### config.mk
export PLATFORM = sky130hd
export DESIGN_NAME = btn_conditioner_flat
export DESIGN_NICKNAME = d
export VERILOG_FILES = /design/src/rtl/btn_conditioner_if.sv /design/src/rtl/btn_conditioner.sv /design/src/flat_wrapper.sv
export SDC_FILE = /design/constraint.sdc
export NUM_CORES = 1
export LEC_CHECK = 0
export CORE_ASPECT_RATIO = 2
export CORE_UTILIZATION = 30
export DETAILED_ROUTE_END_ITERATION = 10
export PLACE_DENSITY_LB_ADDON = 0.25
export SLEW_MARGIN = 0
export SYNTH_ARGS = -nofsm -noshare
export SYNTH_HDL_FRONTEND = slang
export SYNTH_SLANG_ARGS = --single-unit
export TNS_END_PERCENT = 100
### constraint.sdc
create_clock -name clk -period 2.5 [get_ports clk]
set_input_delay 0.375 -clock clk [delete_from_list [all_inputs] [get_ports clk]]
set_output_delay 0.375 -clock clk [all_outputs]
set_load 0.05 [all_outputs]
### src/rtl/btn_conditioner_if.sv
// Button conditioner bus: raw pins and pulse enable in, conditioned levels and
// one-cycle press/release pulses out.
//   btn_raw     : raw button pins, active-high, asynchronous to clk
//   en          : pulse enable (levels keep tracking when low)
//   btn_level   : debounced level per channel
//   btn_press   : one-cycle pulse on debounced 0->1
//   btn_release : one-cycle pulse on debounced 1->0
//   any_press   : OR of btn_press, same cycle
// master = the side that owns the pins, slave = the conditioner.
interface btn_conditioner_if #(
   parameter int N_BTN = 2
);
   logic [N_BTN-1:0] btn_raw;
   logic             en;
   logic [N_BTN-1:0] btn_level;
   logic [N_BTN-1:0] btn_press;
   logic [N_BTN-1:0] btn_release;
   logic             any_press;

   modport master (
      output btn_raw, en,
      input  btn_level, btn_press, btn_release, any_press
   );

   modport slave (
      input  btn_raw, en,
      output btn_level, btn_press, btn_release, any_press
   );
endinterface

### src/rtl/btn_conditioner.sv
// btn_conditioner: synchronizes and debounces N_BTN raw push-buttons and
// emits single-cycle press/release pulses for the downstream reaction FSM.
// Ports:
//   clk   : system clock, all state on rising edge
//   reset : asynchronous, active-high
//   bus   : btn_conditioner_if.slave (btn_raw, en in; btn_level, btn_press,
//           btn_release, any_press out, all registered)

// One channel: synchronizer chain -> debounce counter -> level + pulses.
module btn_channel #(
   parameter int SYNC_STAGES     = 2,
   parameter int DEBOUNCE_CYCLES = 50000,
   parameter int CNT_W           = 16
) (
   input  logic clk,
   input  logic reset,
   input  logic raw,
   input  logic en,
   output logic level,
   output logic press,
   output logic rel,
   output logic press_nxt   // combinational press, feeds the registered any_press
);
   localparam logic [CNT_W-1:0] CNT_LAST = CNT_W'(DEBOUNCE_CYCLES - 1);

   logic [SYNC_STAGES-1:0] sync_q;
   logic                   sync_out;
   logic [CNT_W-1:0]       cnt;
   logic                   flip;

   assign sync_out  = sync_q[SYNC_STAGES-1];
   // Level flips on the edge where the disagreement has lasted DEBOUNCE_CYCLES samples.
   assign flip      = (sync_out != level) && (cnt == CNT_LAST);
   assign press_nxt = flip & sync_out & en;

   always_ff @(posedge clk or posedge reset) begin
      if (reset) begin
         sync_q <= '0;
         cnt    <= '0;
         level  <= 1'b0;
         press  <= 1'b0;
         rel    <= 1'b0;
      end else begin
         sync_q <= {sync_q[SYNC_STAGES-2:0], raw};
         // Any agreement with the stored level restarts the count; no wrap.
         if (sync_out == level) begin
            cnt <= '0;
         end else if (flip) begin
            level <= sync_out;
            cnt   <= '0;
         end else begin
            cnt <= cnt + CNT_W'(1);
         end
         press <= press_nxt;
         rel   <= flip & ~sync_out & en;
      end
   end
endmodule

module btn_conditioner #(
   parameter int N_BTN           = 2,
   parameter int SYNC_STAGES     = 2,
   parameter int DEBOUNCE_CYCLES = 50000,
   parameter int CNT_W           = 16
) (
   input  logic               clk,
   input  logic               reset,
   btn_conditioner_if.slave   bus
);
   logic [N_BTN-1:0] level_v;
   logic [N_BTN-1:0] press_v;
   logic [N_BTN-1:0] rel_v;
   logic [N_BTN-1:0] press_nxt;
   logic             any_q;

   for (genvar gi = 0; gi < N_BTN; gi++) begin : g_ch
      btn_channel #(
         .SYNC_STAGES     (SYNC_STAGES),
         .DEBOUNCE_CYCLES (DEBOUNCE_CYCLES),
         .CNT_W           (CNT_W)
      ) u_ch (
         .clk       (clk),
         .reset     (reset),
         .raw       (bus.btn_raw[gi]),
         .en        (bus.en),
         .level     (level_v[gi]),
         .press     (press_v[gi]),
         .rel       (rel_v[gi]),
         .press_nxt (press_nxt[gi])
      );
   end

   // Registered from the same next-state terms so it lines up with btn_press.
   always_ff @(posedge clk or posedge reset) begin
      if (reset) any_q <= 1'b0;
      else       any_q <= |press_nxt;
   end

   assign bus.btn_level   = level_v;
   assign bus.btn_press   = press_v;
   assign bus.btn_release = rel_v;
   assign bus.any_press   = any_q;
endmodule

### src/flat_wrapper.sv
// flat-port wrapper written by rule: the top's interface ports become plain ports
module btn_conditioner_flat 
#(
   parameter int N_BTN           = 2,
   parameter int SYNC_STAGES     = 2,
   parameter int DEBOUNCE_CYCLES = 50000,
   parameter int CNT_W           = 16
)
  (clk, reset, bus_btn_raw, bus_en, bus_btn_level, bus_btn_press, bus_btn_release, bus_any_press);
  btn_conditioner_if #(.N_BTN(N_BTN)) bus_i ();
  input  logic clk;
  input  logic reset;
  input wire logic [$bits(bus_i.btn_raw)-1:0] bus_btn_raw;
  input wire logic [$bits(bus_i.en)-1:0] bus_en;
  output wire logic [$bits(bus_i.btn_level)-1:0] bus_btn_level;
  output wire logic [$bits(bus_i.btn_press)-1:0] bus_btn_press;
  output wire logic [$bits(bus_i.btn_release)-1:0] bus_btn_release;
  output wire logic [$bits(bus_i.any_press)-1:0] bus_any_press;
  assign bus_i.btn_raw = bus_btn_raw;
  assign bus_i.en = bus_en;
  assign bus_btn_level = bus_i.btn_level;
  assign bus_btn_press = bus_i.btn_press;
  assign bus_btn_release = bus_i.btn_release;
  assign bus_any_press = bus_i.any_press;
  btn_conditioner #(.N_BTN(N_BTN), .SYNC_STAGES(SYNC_STAGES), .DEBOUNCE_CYCLES(DEBOUNCE_CYCLES), .CNT_W(CNT_W)) u_core (.clk(clk), .reset(reset), .bus(bus_i));
endmodule
== Word-level counts from Yosys, hierarchy flattened ==
Index checks and enable logic that the tools add are counted.

* Equal/unequal tests: 6
* Add/subtract/negate cells: 2
* Bitwise logic cells: 12
* Muxes and demuxes: 4
* Reduce and logical (&&, ||, !) cells: 5

{| class="wikitable"
|+ Operators with widths
! operator !! number
|-
| $mux 16 || 4
|-
| $add 16x1->16 const B || 2
|-
| $eq 16x16->1 const B || 2
|-
| $and 1x1->1 || 8
|-
| $not 1->1 || 4
|-
| $reduce_and 2->1 || 2
|-
| $eq 1x1->1 || 2
|-
| $logic_and 1x1->1 || 2
|-
| $ne 1x1->1 || 2
|-
| $reduce_or 2->1 || 1
|}

* Input bits: 5
* Word-level logic and storage cells: 40
* Flip-flop bits (word level): 43
* Output and inout bits: 7

== Logic depth before layout (Yosys ltp) ==
Gate-level depths: netlist of run 1.

* Depth after elaboration: 5
* Gate-level depth with buffers: 7
* Mapped depth without buffers: 5

== By module ==
A second synthesis of run 1 with hierarchy kept.

* Cell total of the unflattened synthesis: 193
* Area total of the unflattened synthesis: 1999.4 µm²

{| class="wikitable"
|+ By module, submodules not included
! module !! area an instance (µm²) !! cells an instance !! instances !! sequential area each (µm²)
|-
| btn_channel || 982.2 || 95 || 2 || 525.5
|-
| btn_conditioner || 35.0 || 3 || 1 || 25.0
|}

== Worst setup path after synthesis of run 1 ==
No wires, ideal clock.

* Kind: reg-to-reg
* From: register u_core.g_ch[0].u_ch.cnt[4]
* To: register u_core.g_ch[0].u_ch.level
* Cell stages (with the launch flop): 5
* Arrival time: 1.694 ns
* Clock period less this slack: 1.818 ns
* Data required time: 2.375 ns
* Path slack: 0.682 ns
* Path buffers: 0
* Library setup time: 0.125 ns
* Path through: dfrtp_1 -> or4_1 -> nor4_1 -> and2_1 -> mux2_2

* Cells in the longest elaborated chain, start to end: 3

{| class="wikitable"
|+ Ends and longest elaborated chain
! element !! line !! RTL
|-
| from (decl) || btn_conditioner.sv:28 || <nowiki>logic [CNT_W-1:0] cnt;</nowiki>
|-
| from (signal assigned) || btn_conditioner.sv:52 || <nowiki>cnt <= cnt + CNT_W'(1);</nowiki>
|-
| $eq 16x16->1 || btn_conditioner.sv:33 || <nowiki>assign flip = (sync_out != level) && (cnt == CNT_LAST);</nowiki>
|-
| $logic_and 1x1->1 || btn_conditioner.sv:33 ||
|-
| $reduce_and 2->1 (no source line) || - ||
|-
| to (signal assigned) || btn_conditioner.sv:49 || <nowiki>level <= sync_out;</nowiki>
|-
| to (decl) || btn_conditioner.sv:19 || <nowiki>output logic level,</nowiki>
|}

No other way between the ends.
A chain may end at the register's enable or synchronous reset.

== Final worst setup path of run 1 ==
Same ends and word-level chain as after synthesis.

==> results of run 1 <==
[cell type report]
| type | instances | area [sq um] | share of cell area [%] |
|---|---|---|---|
| sequential | 43 | 1080 | 44.9 |
| inverter | 10 | 37.5 | 1.56 |
| clock inverter | 3 | 67.6 | 2.82 |
| timing repair buffer | 16 | 148 | 6.16 |
| clock buffer | 5 | 125 | 5.22 |
| multi-input combinational | 134 | 835 | 34.8 |
| tap | 88 | 110 | 4.59 |
[power by group]
group / internal (mW) / switching, mW / leakage [nW] / total [mW]
clock network: 0.572 / 0.271 / 0.0900 / 0.843
logic: 0.0187 / 0.0304 / 0.270 / 0.0492
registers: 0.707 / 0.0100 / 0.587 / 0.717
total: 1.30 / 0.311 / 0.947 / 1.61
[registers in the layout, summed over array words and instances (netlist names)]
signal	flops
u_core.g_ch.u_ch.cnt	32
u_core.g_ch.u_ch.sync_q	4
u_core.g_ch.u_ch.level	2
u_core.g_ch.u_ch.press	2
u_core.g_ch.u_ch.rel	2
u_core.bus.any_press	1
[Yosys cell counts, drive strengths merged, types with 7 or more instances]
cell,n,share of area [%]
inv,10,1.8
nor4,10,3.8
nand2,8,1.5
nor2,39,7.2
xnor2,27,12
nand3,11,2.7
nor3,9,2.2
nand4,7,2.2
buf,9,3.9
dfrtp,43,53
[cells by family after synthesis]
family | after synthesis | synth area share [%]
compound gates | 5 | 1.73
xor+xnor | 29 | 12.5
fa+ha+maj | 2 | 1.23
buf+inv | 20 | 5.91
flops | 43 | 53.0
mux | 1 | 0.554
simple gates | 97 | 25.1
[worst max-delay path, stage by stage, from the launching register on]
cell,delay [ns]
dfrtp_1,0.42
or4_1,0.52
nor4_1,0.37
and2_1,0.24
mux2_2,0.33
[final timing paths]
check / endpoint / slack, ns / depth (start not counted)
worst min-delay path: u_core.g_ch[1].u_ch.sync_q[1]$_DFF_PP0_ / 0.34 / 0
min in group asynchronous: u_core.g_ch[1].u_ch.cnt[1]$_DFF_PP0_ / 0.53 / 3
worst max-delay path: u_core.g_ch[0].u_ch.level$_DFFE_PP0P_ / 0.51 / 4
worst max register to register: u_core.g_ch[0].u_ch.level$_DFFE_PP0P_ / 0.51 / 4
worst min register to register: u_core.g_ch[1].u_ch.sync_q[1]$_DFF_PP0_ / 0.34 / 0
max in group asynchronous: u_core.g_ch[1].u_ch.sync_q[0]$_DFF_PP0_ / 1.58 / 3
[through the flow]
step           setup WS [ns]  cell area (sq um)  hold slack [ns]  cells
6_report               0.514               2400            0.339    299
5_1_grt                0.344               2400            0.346    299
4_1_cts                0.496               2400            0.348    299
3_5_place_dp           0.509               2210            0.336    291
3_3_place_gp           0.507               2210            0.332    291
2_1_floorplan          0.682               2030            0.331    197
[routing by layer]
| metal | up-vias | track usage, % | part of all wire (%) | routed length [um] |
|---|---|---|---|---|
| met3 | 2 | 2.30 | 0.86 | 34 |
| met5 | - | 0 | 0 | 0 |
| met1 | 668 | 12.8 | 38 | 1490 |
| li1 | 684 | - | - | - |
| met2 | 8 | 24.0 | 60 | 2390 |
| met4 | 0 | 6.54 | 1.3 | 51 |
==> out/results.ini, run 1 <==
[timing]
finalMaxSlewViolations = 0
max_freq_mhz = 504
worstMarginPinSlew_ns = 0.554
rsz0062_at_grt = false
period_needed_ns = 1.99
fin_crit_sh_pct = 79.4
skew_ns = 0.00911
tns_ns = 0
setup_viol = 0
slew_headroom_pct = 63.1
hold_viol = 0

[drt]
drt_wl_total_mm = 3.96
ant_nets = 0
vias_per_cell = 4.56
routed-via-count = 1362
drc = 0
wl_per_cell_um = 13.2
drt-pass1-iter-count = 4
first_iter_violations = 93

[grt]
grt_max_degree = 44
gr-usage-all-layers_pct = 13.0
grt_pass1_vias = 1459
grt_overflow = 0
antenna_found_initial = 0
grt_pass1_wl_mm = 6.74

[yosys]
synth_cell_types = 32
syn_area_sq_um = 2030
synth_cells = 197
ys_seq_elements = 43
ys_warn_count = 0
avgSynthCellArea_sq_um = 10.3
synth_edf_count = 0
yosysSeqAreaShare_pct = 53.0
ys_async_sr_fraction_pct = 100
synth_nets = 204
ys.flop_type = dfrtp_1

[hold_path]
hold_path_class = reg -> reg
holdCritStartpoint = u_core.g_ch[1].u_ch.sync_q[0]$_DFF_PP0_

[power]
ir_drop_mv = 0.344
p_leak_nw = 0.947
power.total_mw = 1.61
power_density_nw_per_um2 = 671

[worst_setup_path]
startpoint_type = flip-flop
setup.worst_path.end_class = flip-flop
startpoint = u_core.g_ch[0].u_ch.cnt[4]$_DFF_PP0_
worstSetupPathType = reg -> reg
crit_fanout = 5
regToRegStartpoint = u_core.g_ch[0].u_ch.cnt[4]$_DFF_PP0_
cp.arrival_ns = 2.15
critical_path_required_ns = 2.67

[clocking]
htreeDepth = 2
clock-sinks = 43
cts_buffers = 5
cts_buffer_depth = 2
ctsHoldBuffers = 0
cts_tree = done
clkTransAtPathRegs_ns = 0.07
clkLatencyLatePin_ns = 0.29
postCtsSetupBuffers = 0
cts_root_buf = clkbuf_16
ctsResizeCount = 0

[placement]
place_congestion = 0.708
hpwl_mm = 2.85
numPortBuffers = 11

[run]
cap_violations = 0

[run_status]
outcome = finished, final reports clean

[layout]
fin_util_pct = 36.5
fillCellCount = 671
drive_gt1_share_pct = 8.06
final_common_cell = dfrtp_1
syn_to_final_growth_pct = 18.1
final_cell_mix = 43 x dfrtp_1, 39 x nor2_1, 27 x xnor2_1
diodes = 0
num-nets-final = 217

[floorplanning]
core_area_sq_um = 6570
die_h_um = 118
rows = 42
start_util_pct = 30.9
fp.dieArea_sq_um = 7120
io_pins = 12
die_x_um = 60.2

(Power assumes the default switching activity.)
==> run 2: changes to the inputs <==
clock period = 2 ns   (was 2.5 ns; I/O delays follow)
==> out/results.ini, run 2 (synthesis results as in run 1) <==
[worst_setup_path]
critical_path_required_ns = 1.70
cp_cell_sequence = clkdlybuf4s50_1
crit_fanout = 6
critPathBufInv = 1
critical_path.top_delay_family = buffers and inverters
worstSetupPathType = reg -> out
crit_path_top_delay_cell = clkdlybuf4s50_1
setup.worst_path.end_class = primary output
startpoint_type = flip-flop
cp.arrival_ns = 1.56
slowest_delay_ns = 0.84

[power]
switching_share_pct = 20.8
internal-power_mw = 1.40
power_frac_comb_pct = 4.0
power_density_nw_per_um2 = 728
ir_drop_mv = 0.260
p_sw_uw = 367
power_frac_seq_pct = 50.7
clkPwrFrac_pct = 45.4
p_leak_nw = 0.971

[placement]
pre_cts_ws_ns = 0.114
hpwl_mm = 2.89
place_congestion = 0.694
numPortBuffers = 11
dp_cells = 296

[clocking]
cts_buffers = 5
cts_tree = done
clkLatencyLatePin_ns = 0.29
clock-sinks = 43
cts_root_buf = clkbuf_16
cts_buffer_depth = 2
postCtsSetupBuffers = 0
clkTransAtPathRegs_ns = 0.06
htreeDepth = 2

[drt]
drt_wl_total_mm = 3.91
drc = 0
routed-via-count = 1384
vias_per_cell = 4.57
drt-pass1-iter-count = 4
first_iter_violations = 99
ant_nets = 0
wl_per_cell_um = 12.9

[timing]
max_freq_mhz = 538
setup_viol = 0
setup_ws_ns = 0.141
tns_ns = 0
hold_viol = 0
period_needed_ns = 1.86
skew_ns = 0.00771
rsz0062_at_grt = false
slew_headroom_pct = 65.9
fin_crit_sh_pct = 92.9
worstMarginPinSlew_ns = 0.511
finalMaxSlewViolations = 0

[run]
cap_violations = 0

[floorplanning]
start_util_pct = 30.9
die_x_um = 60.2
io_pins = 12
fp.dieArea_sq_um = 7120
rows = 42
core_area_sq_um = 6570
die_h_um = 118

[layout]
diodes = 0
syn_to_final_growth_pct = 19.7
num-nets-final = 222
largest_reg_flops = 32
top_regs = u_core.g_ch.u_ch.cnt x32, u_core.g_ch.u_ch.sync_q x4
instances_no_fill = 303
final_common_cell = dfrtp_1
regMostFlops = u_core.g_ch.u_ch.cnt
drive_gt1_share_pct = 10.2
final_cell_mix = 43 x dfrtp_1, 39 x nor2_1, 27 x xnor2_1

[grt]
gr-usage-all-layers_pct = 12.9
grt_overflow = 0
antenna_found_initial = 0
grt_pass1_vias = 1415
grt_max_degree = 44
grt_pass1_wl_mm = 6.51

[run_status]
outcome = finished, final reports clean

[hold_path]
hold_path_class = in -> async

==> run 2: stage by stage <==
stage / total power [mW] / util, % / instance area, sq um / hold WS (ns)
4_1_cts: 1.81 / 36.9 / 2420 / 0.348
3_5_place_dp: 0.986 / 34.7 / 2280 / 0.335
6_report: 1.77 / 37.0 / 2430 / 0.341
5_1_grt: 1.85 / 37.0 / 2430 / 0.358
3_3_place_gp: 0.985 / 34.7 / 2280 / 0.333
2_1_floorplan: 0.955 / - / 2030 / 0.331
==> run 2: metal layers <==
layer,track usage [%],share of wire (%)
met1,11.4,36
met2,22.6,58
met3,3.83,1.5
met4,9.59,4.2
met5,0,0
==> run 2: path summary, 6_finish.rpt <==
path | end | slack, ns | from | cells after the start
min | u_core.g_ch[1].u_ch.cnt[2]$_DFF_PP0_ | 0.34 | reset | 3
max reg2reg | u_core.g_ch[0].u_ch.level$_DFFE_PP0P_ | 0.16 | u_core.g_ch[0].u_ch.cnt[10]$_DFF_PP0_ | 5
max in group asynchronous | u_core.g_ch[0].u_ch.level$_DFFE_PP0P_ | 1.44 | reset | 3
min reg2reg | u_core.g_ch[1].u_ch.sync_q[1]$_DFF_PP0_ | 0.35 | u_core.g_ch[1].u_ch.sync_q[0]$_DFF_PP0_ | 0
max | bus_btn_level[0] | 0.14 | u_core.g_ch[0].u_ch.level$_DFFE_PP0P_ | 1
min in group clk | u_core.g_ch[1].u_ch.sync_q[1]$_DFF_PP0_ | 0.35 | u_core.g_ch[1].u_ch.sync_q[0]$_DFF_PP0_ | 0
==> run 2: final cells by class <==
type / count / area [sq um]
timing repair buffer: 21 / 223
clock inverter: 1 / 5.00
multi-input combinational: 134 / 841
fill: 667 / 4140
inverter: 10 / 37.5
tap: 88 / 110
clock buffer: 6 / 139
sequential: 43 / 1080
==> run 2: power by group through the flow <==
stage,logic (mW),registers [mW],clock network (mW)
finish,0.0701,0.897,0.803
floorplan,0.0451,0.910,0
detailed placement,0.0730,0.913,0
global placement,0.0729,0.913,0
CTS,0.0733,0.897,0.836
global route,0.0800,0.899,0.868
==> run 2: repair_timing <==
action                                  in CTS  in global routing
endpoints found under the setup margin       0                  1
resized for setup                            0                  1
endpoints found under the hold margin        0                  0
hold buffers                                 0                  0
==> run 3: changes to the inputs <==
CORE_MARGIN = 4   (was not set)
==> out/results.ini, run 3 (synthesis results as in run 1) <==
[timing]
tns_ns = 0
skew_ns = 0.00238
max_freq_mhz = 551
rsz0062_at_grt = false
hold_viol = 0
slew_headroom_pct = 65.7
period_needed_ns = 1.82
setup_viol = 0
fin_crit_sh_pct = 90.8
worstMarginPinSlew_ns = 0.513
whs_ns = 0.253
finalMaxSlewViolations = 0

[drt]
drc = 0
ant_nets = 0
wl_per_cell_um = 13.0
drt_wl_total_mm = 3.97
drt-pass1-iter-count = 4
vias_per_cell = 4.61
routed-via-count = 1405
first_iter_violations = 18

[floorplanning]
io_pins = 12
die_h_um = 124
core_area_sq_um = 6620
fp.dieArea_sq_um = 8230
rows = 42
start_util_pct = 30.7
die_x_um = 66.2

[placement]
hpwl_mm = 3.00
dp_cells = 297
numPortBuffers = 11
place_congestion = 0.841

[worst_setup_path]
startpoint_type = flip-flop
setup.worst_path.end_class = primary output
regToRegStartpoint = u_core.g_ch[0].u_ch.cnt[4]$_DFF_PP0_
worstSetupPathType = reg -> out
cp.arrival_ns = 1.52
rr_worst_depth = 4
crit_fanout = 4
critical_path_required_ns = 1.70
startpoint = u_core.g_ch[1].u_ch.level$_DFFE_PP0P_
slowest_delay_ns = 0.84
cp_cell_sequence = clkdlybuf4s50_1
reg2reg_slack_ns = 0.20
timing.rr.end = u_core.g_ch[0].u_ch.level$_DFFE_PP0P_
crit_path_top_delay_cell = clkdlybuf4s50_1
critPathBufInv = 1
critical_path.top_delay_family = buffers and inverters

[grt]
gr-usage-all-layers_pct = 10.9
grt_pass1_vias = 1539
grt_pass1_wl_mm = 6.94
grt_overflow = 0
grt_max_degree = 19
antenna_found_initial = 0

[power]
ir_drop_mv = 0.547
p_leak_nw = 0.965
power_density_nw_per_um2 = 720
power.total_mw = 1.75

[layout]
top_regs = u_core.g_ch.u_ch.cnt x32, u_core.g_ch.u_ch.sync_q x4
regMostFlops = u_core.g_ch.u_ch.cnt
largest_reg_flops = 32
instances_no_fill = 305
diodes = 0
num-nets-final = 223
final_cell_mix = 43 x dfrtp_1, 39 x nor2_1, 27 x xnor2_1
drive_gt1_share_pct = 10.6
syn_to_final_growth_pct = 19.3
fillCellCount = 718
final_common_cell = dfrtp_1

[clocking]
clock-sinks = 43
cts_buffers = 5
htreeDepth = 2
clkLatencyLatePin_ns = 0.28
clkTransAtPathRegs_ns = 0.06
cts_buffer_depth = 2
cts_tree = done
cts_root_buf = clkbuf_16

[run]
cap_violations = 0

[hold_path]
hold_path_class = in -> async

[run_status]
outcome = finished, final reports clean

[run 3: worst max path at each step]
stage                                                  to  depth (start not counted)
finish                                   bus_btn_level[1]                          1
floorplan           u_core.g_ch[0].u_ch.level$_DFFE_PP0P_                          4
global placement    u_core.g_ch[0].u_ch.level$_DFFE_PP0P_                          4
detailed placement  u_core.g_ch[0].u_ch.level$_DFFE_PP0P_                          4
global route        u_core.g_ch[0].u_ch.level$_DFFE_PP0P_                          4
CTS                 u_core.g_ch[0].u_ch.level$_DFFE_PP0P_                          4
[run 3: per-layer routing]
layer,track usage [%],up-vias,part of all wire (%)
met3,1.35,10,1.6
li1,-,691,-
met2,20.7,15,59
met4,6.59,0,3.7
met1,10.4,689,36
met5,0,-,0
[run 3: report_power, final]
group          internal [mW]  switching [mW]
sequential             0.884          0.0130
combinational         0.0301          0.0390
clock                  0.460           0.320
[run 3: stage by stage]
stage | worst slack [ns] | utilization, % | cell area (sq um)
after floorplan | 0.182 | - | 2030
after global placement | 0.170 | 34.4 | 2280
after detailed placement | 0.140 | 34.4 | 2280
after CTS | 0.126 | 36.5 | 2420
after global routing | 0.105 | 36.6 | 2420
final | 0.184 | 36.6 | 2420
[run 3: timing repair]
item,CTS,global route
endpoints found under the setup margin,0,11
hold buffers,0,0
setup buffers,0,0
resized for setup,0,1
[run 3: cell type report]
| class | instances | area [sq um] | share of cell area [%] |
|---|---|---|---|
| clock buffers | 6 | 129 | 5.32 |
| clock inverters | 2 | 12.5 | 0.516 |
| inverters | 10 | 37.5 | 1.55 |
| flip-flops and latches | 43 | 1080 | 44.4 |
| well taps | 88 | 110 | 4.54 |
| repair buffers | 22 | 218 | 8.98 |
| multi-input cells | 134 | 841 | 34.7 |
==> RTL edit, RTL diff (config.mk and constraints of run 3) <==
`CNT_W` is set to 16 in 3 places; all go to 18.
--- a/src/rtl/btn_conditioner.sv
+++ b/src/rtl/btn_conditioner.sv
@@ -12,3 +12,3 @@
    parameter int DEBOUNCE_CYCLES = 50000,
-   parameter int CNT_W           = 16
+   parameter int CNT_W           = 18
 ) (
@@ -63,3 +63,3 @@
    parameter int DEBOUNCE_CYCLES = 50000,
-   parameter int CNT_W           = 16
+   parameter int CNT_W           = 18
 ) (
--- a/src/flat_wrapper.sv
+++ b/src/flat_wrapper.sv
@@ -6,3 +6,3 @@
    parameter int DEBOUNCE_CYCLES = 50000,
-   parameter int CNT_W           = 16
+   parameter int CNT_W           = 18
 )
Formal check against the unedited RTL: same outputs for any inputs over 10 cycles, from zero or initial values and one cycle with reset high; that may be too few to reach the edited logic, so the function may still have changed.
==> RTL edit against run 3 <==
Synthesized area rose by 9.4%. Sequential cell count increased by 4. Wire length grew 18%. Power rose by 21%. Setup slack lost 0.17 ns. Cell area up 14%. Final cell count up 11%.
==> RTL edit: results (changes against run 3) <==
<table>
<tr><th>Metric</th><th>Value</th></tr>
<tr><th colspan="2">Finish</th></tr>
<tr><td>Registers with the most flip-flops</td><td>u_core.g_ch.u_ch.cnt: 36 flops, u_core.g_ch.u_ch.sync_q: 4 flops</td></tr>
<tr><td>Nets@finish</td><td>254 (+14%)</td></tr>
<tr><th colspan="2">Yosys</th></tr>
<tr><td>Sequential-to-total area share from yosys stat</td><td>0.530 (about the same)</td></tr>
<tr><td>Synth unique cells</td><td>28 (-13%)</td></tr>
<tr><td>Synth Net Count</td><td>225 (+10%)</td></tr>
<tr><td>Area contributors post-synth</td><td>sky130_fd_sc_hd__dfrtp_1 53%, sky130_fd_sc_hd__xnor2_1 11%, sky130_fd_sc_hd__nor2_1 6.9%</td></tr>
<tr><th colspan="2">Detailed routing</th></tr>
<tr><td>DRT iter0 DRCs</td><td>69 (+51)</td></tr>
<tr><th colspan="2">Outcome</th></tr>
<tr><td>Run status</td><td>complete, no violations</td></tr>
<tr><th colspan="2">Min path</th></tr>
<tr><td>Hold crit path type</td><td>reg -&gt; reg</td></tr>
<tr><th colspan="2">Placed design</th></tr>
<tr><td>Cell Area, Placed</td><td>2570 um^2 (+13%)</td></tr>
<tr><td>RD Place Congestion</td><td>0.762 (-9.3%)</td></tr>
<tr><td>Post-placement worst setup slack</td><td>-0.0160 ns (-0.156 ns)</td></tr>
<tr><th colspan="2">Pwr</th></tr>
<tr><td>Peak ir drop on the vdd network</td><td>719 uV (+31%)</td></tr>
<tr><td>Standby leakage power</td><td>1.15 nW (+20%)</td></tr>
<tr><td>Net load switching power</td><td>0.402 mW (+8.1%)</td></tr>
<tr><th colspan="2">Critical path</th></tr>
<tr><td>CP Max Fanout</td><td>18 (+14)</td></tr>
<tr><td>CP Capture Point</td><td>u_core.g_ch[0].u_ch.cnt[16]$_DFF_PP0_</td></tr>
<tr><td>Startpoint of the worst-slack reg-to-reg timing path</td><td>u_core.g_ch[0].u_ch.cnt[7]$_DFF_PP0_</td></tr>
<tr><th colspan="2">GRT</th></tr>
<tr><td>First-pass GRT wire length</td><td>8140 um (+17%)</td></tr>
<tr><td>Number of global-route vias before repair</td><td>1707 (+11%)</td></tr>
<tr><td>GRT met3 Usage</td><td>0.0208 (+0.00728)</td></tr>
<tr><td>Pin count of the biggest net entering global routing</td><td>48 (+29)</td></tr>
<tr><td>Met2 demand-to-capacity share in global routing</td><td>0.233 (+0.0257)</td></tr>
<tr><th colspan="2">STA</th></tr>
<tr><td>Worst Clk Skew</td><td>0.00529 ns (+0.00292 ns)</td></tr>
<tr><td>Transition time at the pin with the least slew margin</td><td>0.502 ns (-0.0108 ns)</td></tr>
</table>
## RTL edit: kinds of logic after synthesis
family	Yosys count	synth area share
AND/OR/NAND/NOR	110	0.252
flip-flops	47	0.530
XOR/XNOR	32	0.126
buffers and inverters	18	0.0439
AO/OA/AOI/OAI	7	0.0270
multiplexers	2	0.0101
adder cells (fa/ha/maj)	2	0.0113
## RTL edit: area by class of cell
class	count	area [um^2]
clock buffer	6	129
fill	715	4440
inverter	9	33.8
sequential	47	1180
tap	92	115
timing repair buffer	31	285
clock inverter	2	60.1
multi-input combinational	153	970
## RTL edit: stage by stage
step	util	total power, mW	cells	hold WS, ns	setup TNS [ns]
2_1_floorplan	-	1.04	218	0.331	-0.604
3_3_place_gp	0.357	1.07	332	0.333	0
3_5_place_dp	0.357	1.07	332	0.346	-0.0160
4_1_cts	0.383	2.14	340	0.362	-0.0130
5_1_grt	0.384	2.18	340	0.366	-0.626
6_report	0.384	2.11	340	0.357	0
